===== src/rtl/control_pkg.sv =====
// control_pkg: shared state encoding, opcodes, ALU codes and MDR source selects for the control sequencer
package control_pkg;

   typedef enum logic [3:0] {
      S_RST, S_T0, S_T1, S_T2, S_T3, S_T4, S_T5, S_T6, S_T7, S_HALT
   } state_e;

   localparam logic [4:0] OP_LD   = 5'b00000;
   localparam logic [4:0] OP_LDI  = 5'b00001;
   localparam logic [4:0] OP_ST   = 5'b00010;
   localparam logic [4:0] OP_ADD  = 5'b00011;
   localparam logic [4:0] OP_SUB  = 5'b00100;
   localparam logic [4:0] OP_AND  = 5'b01001;
   localparam logic [4:0] OP_OR   = 5'b01010;
   localparam logic [4:0] OP_ADDI = 5'b01011;
   localparam logic [4:0] OP_NOP  = 5'b11010;
   localparam logic [4:0] OP_HALT = 5'b11011;

   localparam logic [3:0] ALU_ADD = 4'd2;
   localparam logic [3:0] ALU_SUB = 4'd3;
   localparam logic [3:0] ALU_AND = 4'd4;
   localparam logic [3:0] ALU_OR  = 4'd5;

   localparam logic [1:0] MDR_BUS = 2'b00;
   localparam logic [1:0] MDR_MEM = 2'b01;
   localparam logic [1:0] MDR_IMM = 2'b10;

   function automatic logic [3:0] alu_code(input logic [4:0] op);
      return op == OP_SUB ? ALU_SUB : op == OP_AND ? ALU_AND : op == OP_OR ? ALU_OR : ALU_ADD;
   endfunction

endpackage


===== src/rtl/control_sequencer.sv =====
// control_sequencer: hardwired fetch/execute FSM producing every datapath strobe from state and IR opcode
module control_sequencer
   import control_pkg::*;
(
   input  logic        clk,
   input  logic        reset,
   input  logic [31:0] ir,
   output logic        PCout,
   output logic        Zlowout,
   output logic        MDRout,
   output logic        MARin,
   output logic        Zlowin,
   output logic        PCin,
   output logic        MDRin,
   output logic        read,
   output logic        write,
   output logic        IRin,
   output logic        Yin,
   output logic        IncPc,
   output logic        Cout,
   output logic        BAout,
   output logic        Rin,
   output logic        Rout,
   output logic        GRA,
   output logic        GRB,
   output logic        GRC,
   output logic [1:0]  mdr_read,
   output logic [3:0]  control,
   output logic        run,
   output logic        illegal_op
);

   state_e     state_q, state_d;
   logic       illegal_q, illegal_d;
   logic [4:0] op;
   logic       unused_ir;
   logic       is_ld, is_ldi, is_st, is_alu, is_addi, is_nop, is_halt, is_mem, is_base, is_legal;

   assign op        = ir[31:27];
   assign unused_ir = ^ir[26:0];
   assign is_ld     = op == OP_LD;
   assign is_ldi    = op == OP_LDI;
   assign is_st     = op == OP_ST;
   assign is_alu    = op == OP_ADD || op == OP_SUB || op == OP_AND || op == OP_OR;
   assign is_addi   = op == OP_ADDI;
   assign is_nop    = op == OP_NOP;
   assign is_halt   = op == OP_HALT;
   assign is_mem    = is_ld || is_st;
   assign is_base   = is_mem || is_ldi;
   assign is_legal  = is_base || is_alu || is_addi || is_nop || is_halt;

   // next state: linear fetch, opcode-dependent execute length, undefined opcodes retire like nop
   always_comb begin
      state_d   = state_q;
      illegal_d = illegal_q;
      case (state_q)
         S_RST: state_d = S_T0;
         S_T0:  state_d = S_T1;
         S_T1:  state_d = S_T2;
         S_T2:  state_d = S_T3;
         S_T3: begin
            state_d   = is_halt ? S_HALT : (is_nop || !is_legal) ? S_T0 : S_T4;
            illegal_d = illegal_q || !is_legal;
         end
         S_T4:  state_d = S_T5;
         S_T5:  state_d = is_mem ? S_T6 : S_T0;
         S_T6:  state_d = S_T7;
         S_T7:  state_d = S_T0;
         default: state_d = S_HALT;
      endcase
   end

   // state register on the falling edge so strobes settle before the datapath's rising edge
   always_ff @(negedge clk) begin
      if (reset) begin
         state_q   <= S_RST;
         illegal_q <= 1'b0;
      end else begin
         state_q   <= state_d;
         illegal_q <= illegal_d;
      end
   end

   // output decode: everything defaults low, each state raises only its own strobes
   always_comb begin
      {PCout, Zlowout, MDRout, MARin, Zlowin, PCin, MDRin, read, write, IRin} = '0;
      {Yin, IncPc, Cout, BAout, Rin, Rout, GRA, GRB, GRC} = '0;
      mdr_read   = MDR_BUS;
      control    = 4'd0;
      run        = state_q != S_HALT;
      illegal_op = illegal_q;
      case (state_q)
         S_T0: {PCout, MARin, IncPc, Zlowin} = '1;
         S_T1: begin
            {Zlowout, PCin, read, MDRin} = '1;
            mdr_read = MDR_MEM;
         end
         S_T2: {MDRout, IRin} = '1;
         S_T3: begin
            GRB   = is_base || is_alu || is_addi;
            Yin   = is_base || is_alu || is_addi;
            BAout = is_base;
            Rout  = is_alu || is_addi;
         end
         S_T4: begin
            Zlowin  = 1'b1;
            Cout    = !is_alu;
            GRC     = is_alu;
            Rout    = is_alu;
            control = alu_code(is_alu ? op : OP_ADD);
         end
         S_T5: begin
            Zlowout = 1'b1;
            MARin   = is_mem;
            GRA     = !is_mem;
            Rin     = !is_mem;
         end
         S_T6: begin
            MDRin    = 1'b1;
            read     = is_ld;
            mdr_read = is_ld ? MDR_MEM : MDR_BUS;
            GRA      = !is_ld;
            Rout     = !is_ld;
         end
         S_T7: begin
            MDRout = is_ld;
            GRA    = is_ld;
            Rin    = is_ld;
            write  = !is_ld;
         end
         default: ;
      endcase
   end

endmodule


===== config.mk =====
export PLATFORM = sky130hd
export DESIGN_NAME = control_sequencer
export DESIGN_NICKNAME = d
export VERILOG_FILES = /design/src/rtl/control_pkg.sv /design/src/rtl/control_sequencer.sv
export SDC_FILE = /design/constraint.sdc
export NUM_CORES = 1
export LEC_CHECK = 0
export CORE_MARGIN = 2
export CORE_UTILIZATION = 31
export CTS_BUF_LIST = sky130_fd_sc_hd__clkbuf_16
export CTS_CLUSTER_DIAMETER = 120
export DETAILED_ROUTE_END_ITERATION = 8
export PLACE_DENSITY = 0.87
export SLEW_MARGIN = 15
export SYNTH_ARGS = -nofsm -noshare
export SYNTH_HDL_FRONTEND = slang
export SYNTH_SLANG_ARGS = --single-unit

===== constraint.sdc =====
create_clock -name clk -period 2.3 [get_ports clk]
set_input_delay 0.46 -clock clk [delete_from_list [all_inputs] [get_ports clk]]
set_output_delay 0.46 -clock clk [all_outputs]
set_load 0.02 [all_outputs]

Word-level counts from Yosys, hierarchy flattened. Cells that the tools add are included.

Bits in registers: 5. Input bits: 34. Word-level logic and storage cells: 73.

Reductions and logical operators: 22. Eq/ne operators: 21. Multiplexer cells: 28.

Operators by type and width (count): 4-bit one-hot mux with 8 select lines (1); 5-bit by 4-bit equality test with 1-bit output, second input constant (5); 3-bit 2-to-1 mux (6); 4-bit by 3-bit equality test with 1-bit output, second input constant (4); 1-bit logical OR (12); 1-bit 2-to-1 mux (12); 5-bit by 2-bit equality test with 1-bit output, second input constant (2); 5-bit by 3-bit equality test with 1-bit output, second input constant (2); 5-bit equality test, second input constant (2); 1-bit one-hot mux with 2 select lines (5); 4-bit by 2-bit equality test with 1-bit output, second input constant (2); 2-bit OR reduction (4); 1-bit one-hot mux with 3 select lines (2); 5-bit by 1-bit equality test with 1-bit output, second input constant (1); 5-bit zero test (1); 5-bit 2-to-1 mux (1); 4-bit by 1-bit equality test with 1-bit output, second input constant (1); 4-bit equality test, second input constant (1); 1-bit zero test (4); 4-bit zero test (1); 4-bit 2-to-1 mux (1); 4-bit inequality test, second input constant (1).

Logic depth before layout (Yosys ltp).
Word-level depth: 13. Mapped depth: 5. Depth with buffers taken out: 4.

==> reports/results.ini <==
[synth]
synth_largest_area_cell=dfxtp_1
post-synth-top-area-fraction=0.143
yosysSeqAreaShare=0.143
synth.area.mux_share=0
synth-seq-cells=5
synth_area_leaders=dfxtp_1 (14%), nor2_1 (7.5%), nor2b_1 (7.1%), a21oi_1 (6.4%), buf_4 (5.3%)
yosys_warnings=0
synthCells=108
synthAdderAreaFrac=0
synth_top_family_by_area=simple AND/OR/NAND/NOR gates
synth_xor_area_frac=0.0499
synthesis.area_um2=702
synth_cell_types=36
synth_compound_area_frac=0.198
synth.avg_cell_area_um2=6.50
yosys.area_share.simple=0.485

[detailed_routing]
drcViolationCount=0
wl_um=5090
drtPass1Iterations=4
viasPerCell=5.68
initialDrtViolationCount=52
ant_nets=0
vias=1267
wl_per_cell_um=22.8

[setup_path]
cp_slowest_cell=or4b_4
arrival_ns=2.88
worstSetupStartpoint=state_q[1]$_SDFF_NP0_
slowest_delay_ns=0.60
endpoint=GRB
cp.required_ns=1.84
r2r-end=state_q[2]$_SDFF_NP0_
rr_startpoint=state_q[1]$_SDFF_NP0_
startpoint_type=flop
reg2regPathDepth=6
r2r_slack_ns=0.50
worstPathCellList=or4b_4, nor2_4, and3_4, buf_6
cp-end-kind=primary output
worstSetupPathType=reg2out
crit_fanout=3

[clock_tree]
clock_latency_ns=0.33
cts_hold_buffers=0
max-clock-path-buffers=2
htree_levels=1
numCtsBuffers=3
cts_tree=yes
clkTransAtPathRegs_ns=0.05
cts_root_buffer=clkbuf_16
cts_sinks=5

[run_status]
violations=setup timing
outcome=finished, violations left

[timing]
rsz0062_at_grt=yes
setup_violations=28
drv_slew=0
tightest_slew_ns=0.596
hold_viol=0
setup_ws_ns=-1.04
tns_ns=-20.94
relSlewSlack=0.597
clock_skew_ns=0.0153

[power]
switching_share=0.307
p_seq_frac=0.112
leakage_nw=0.899
p_switching_mw=0.264
pwr-share-clk=0.535
combPwrFrac=0.353
p_int_mw=0.597
powerDensity_nw_per_um2=437
ir_drop_mv=0.713

[place]
hpwl_um=1960
place_ws_ns=-1.11
globalplace.congestion=0.786
numPortBuffers=31

[worst_hold_path]
min_path_type=reg2reg

[global_routing]
antenna_found_initial=0
grt.total_usage=0.325
grt_max_degree=10
grt_pass1_wl_um=6270
grt_pass1_vias=1229
grt-ovfl-total=0

[die]
die_w_um=51.6
row_count=17
core_area_um2=2170
initial_core_util=0.324
die_area_um2=2660
dieHeight_um=51.6
boundaryPins=61

[layout]
area_growth_pct=181
layout-drive-gt1-share=0.774
multi_input_area_um2=807
layout_commonest_cell=buf_6
diodes=0
final_cell_mix=buf_6 (44), buf_4 (39), nor2_4 (7)
regArea_um2=106
final_nets=230
fillers=82

[run]
cap_viol_max_count=0

-- registers in the layout (all words and copies together), names as in the netlist --
name,count
illegal_op,1
state_q,4
-- area by class of cell --
| class | instances | area share |
|---|---|---|
| clock buffer | 3 | 0.0381 |
| clock inverter | 6 | 0.0248 |
| inverter | 2 | 0.00381 |
| multi-input combinational | 88 | 0.410 |
| sequential | 5 | 0.0540 |
| tap | 28 | 0.0178 |
| timing repair buffer | 91 | 0.452 |
-- per-stage QoR --
stage	area [um^2]	cells	power (mW)	util	hold slack, ns
4_1_cts	1860	218	0.800	0.856	0.600
3_3_place_gp	1420	195	0.309	0.654	0.437
6_report	1970	223	0.861	0.908	0.698
5_1_grt	1970	223	0.874	0.908	0.734
3_5_place_dp	1420	195	0.315	0.654	0.452
2_1_floorplan	867	109	0.222	-	0.516
-- worst min path at each step --
stage                                          to                    start  slack [ns]  depth (start not counted)
final                       state_q[3]$_SDFF_NP0_    state_q[2]$_SDFF_NP0_        0.70                          3
after global routing        state_q[2]$_SDFF_NP0_    state_q[2]$_SDFF_NP0_        0.73                          3
after CTS                 illegal_op$_SDFFE_NP0P_  illegal_op$_SDFFE_NP0P_        0.60                          3
after detailed placement  illegal_op$_SDFFE_NP0P_  illegal_op$_SDFFE_NP0P_        0.45                          2
after global placement    illegal_op$_SDFFE_NP0P_  illegal_op$_SDFFE_NP0P_        0.44                          2
after floorplan           illegal_op$_SDFFE_NP0P_  illegal_op$_SDFFE_NP0P_        0.52                          2
-- cells by family (layout without fill, tap and decap cells) --
kind of cell | after synthesis | in the layout
AND/OR/NAND/NOR | 60 | 60
flip-flops | 5 | 5
buffers and inverters | 16 | 102
other | 1 | 2
AO/OA/AOI/OAI | 22 | 22
XOR/XNOR | 4 | 4
-- per-layer routing --
metal / GRT usage / vias up / share of wire
met2: 0.603 / 97 / 0.48
met5: 0 / - / 0
li1: - / 542 / -
met1: 0.364 / 604 / 0.41
met3: 0.0402 / 24 / 0.078
met4: 0.154 / 0 / 0.038
-- cells in the mapped netlist --
| master | number |
|---|---|
| conb_1 | 1 |
| a211oi_1 | 3 |
| or3_1 | 4 |
| nor4bb_1 | 1 |
| xor2_1 | 3 |
| nand3_1 | 5 |
| nor2b_1 | 8 |
| buf_2 | 4 |
| nor3_1 | 5 |
| inv_1 | 3 |
| nand4_1 | 1 |
| a22oi_1 | 1 |
| or4b_4 | 1 |
| nor3b_1 | 1 |
| o31ai_1 | 1 |
| nor2_4 | 1 |
| o21ai_0 | 2 |
| dfxtp_1 | 5 |
| clkbuf_1 | 2 |
| a32oi_1 | 1 |
| xnor2_1 | 1 |
| nor2_1 | 14 |
| or4_4 | 1 |
| buf_4 | 5 |
| nand2_1 | 7 |
| buf_1 | 2 |
| o21a_1 | 1 |
| a221oi_2 | 1 |
| nor4b_1 | 1 |
| nor3_2 | 1 |
| o21ai_1 | 3 |
| or2_2 | 2 |
| nand2b_1 | 4 |
| a21oi_1 | 9 |
| nand3b_1 | 1 |
| and3_1 | 2 |
-- power by group through the flow --
| stage | registers (mW) | logic (mW) | clock network, mW |
|---|---|---|---|
| 3_5_place_dp | 0.0952 | 0.203 | 0.0162 |
| 6_report | 0.0963 | 0.304 | 0.460 |
| 3_3_place_gp | 0.0947 | 0.198 | 0.0162 |
| 5_1_grt | 0.0965 | 0.314 | 0.464 |
| 2_1_floorplan | 0.0972 | 0.108 | 0.0162 |
| 4_1_cts | 0.0954 | 0.254 | 0.451 |
-- what timing repair did --
item | CTS | global route
setup endpoints to repair | 29 | 29
setup buffers | 15 | 8
resized for setup | 208 | 23
endpoints found under the hold margin | 0 | 0
pin swaps | 17 | 21
-- critical path: cells and delay by family, from the launching register on --
family / cells / cell delay, ns
buffers and inverters: 1 / 0.12
flip-flops: 1 / 0.33
AND/OR/NAND/NOR: 3 / 0.96
Power figures use the tool's default switching activity.
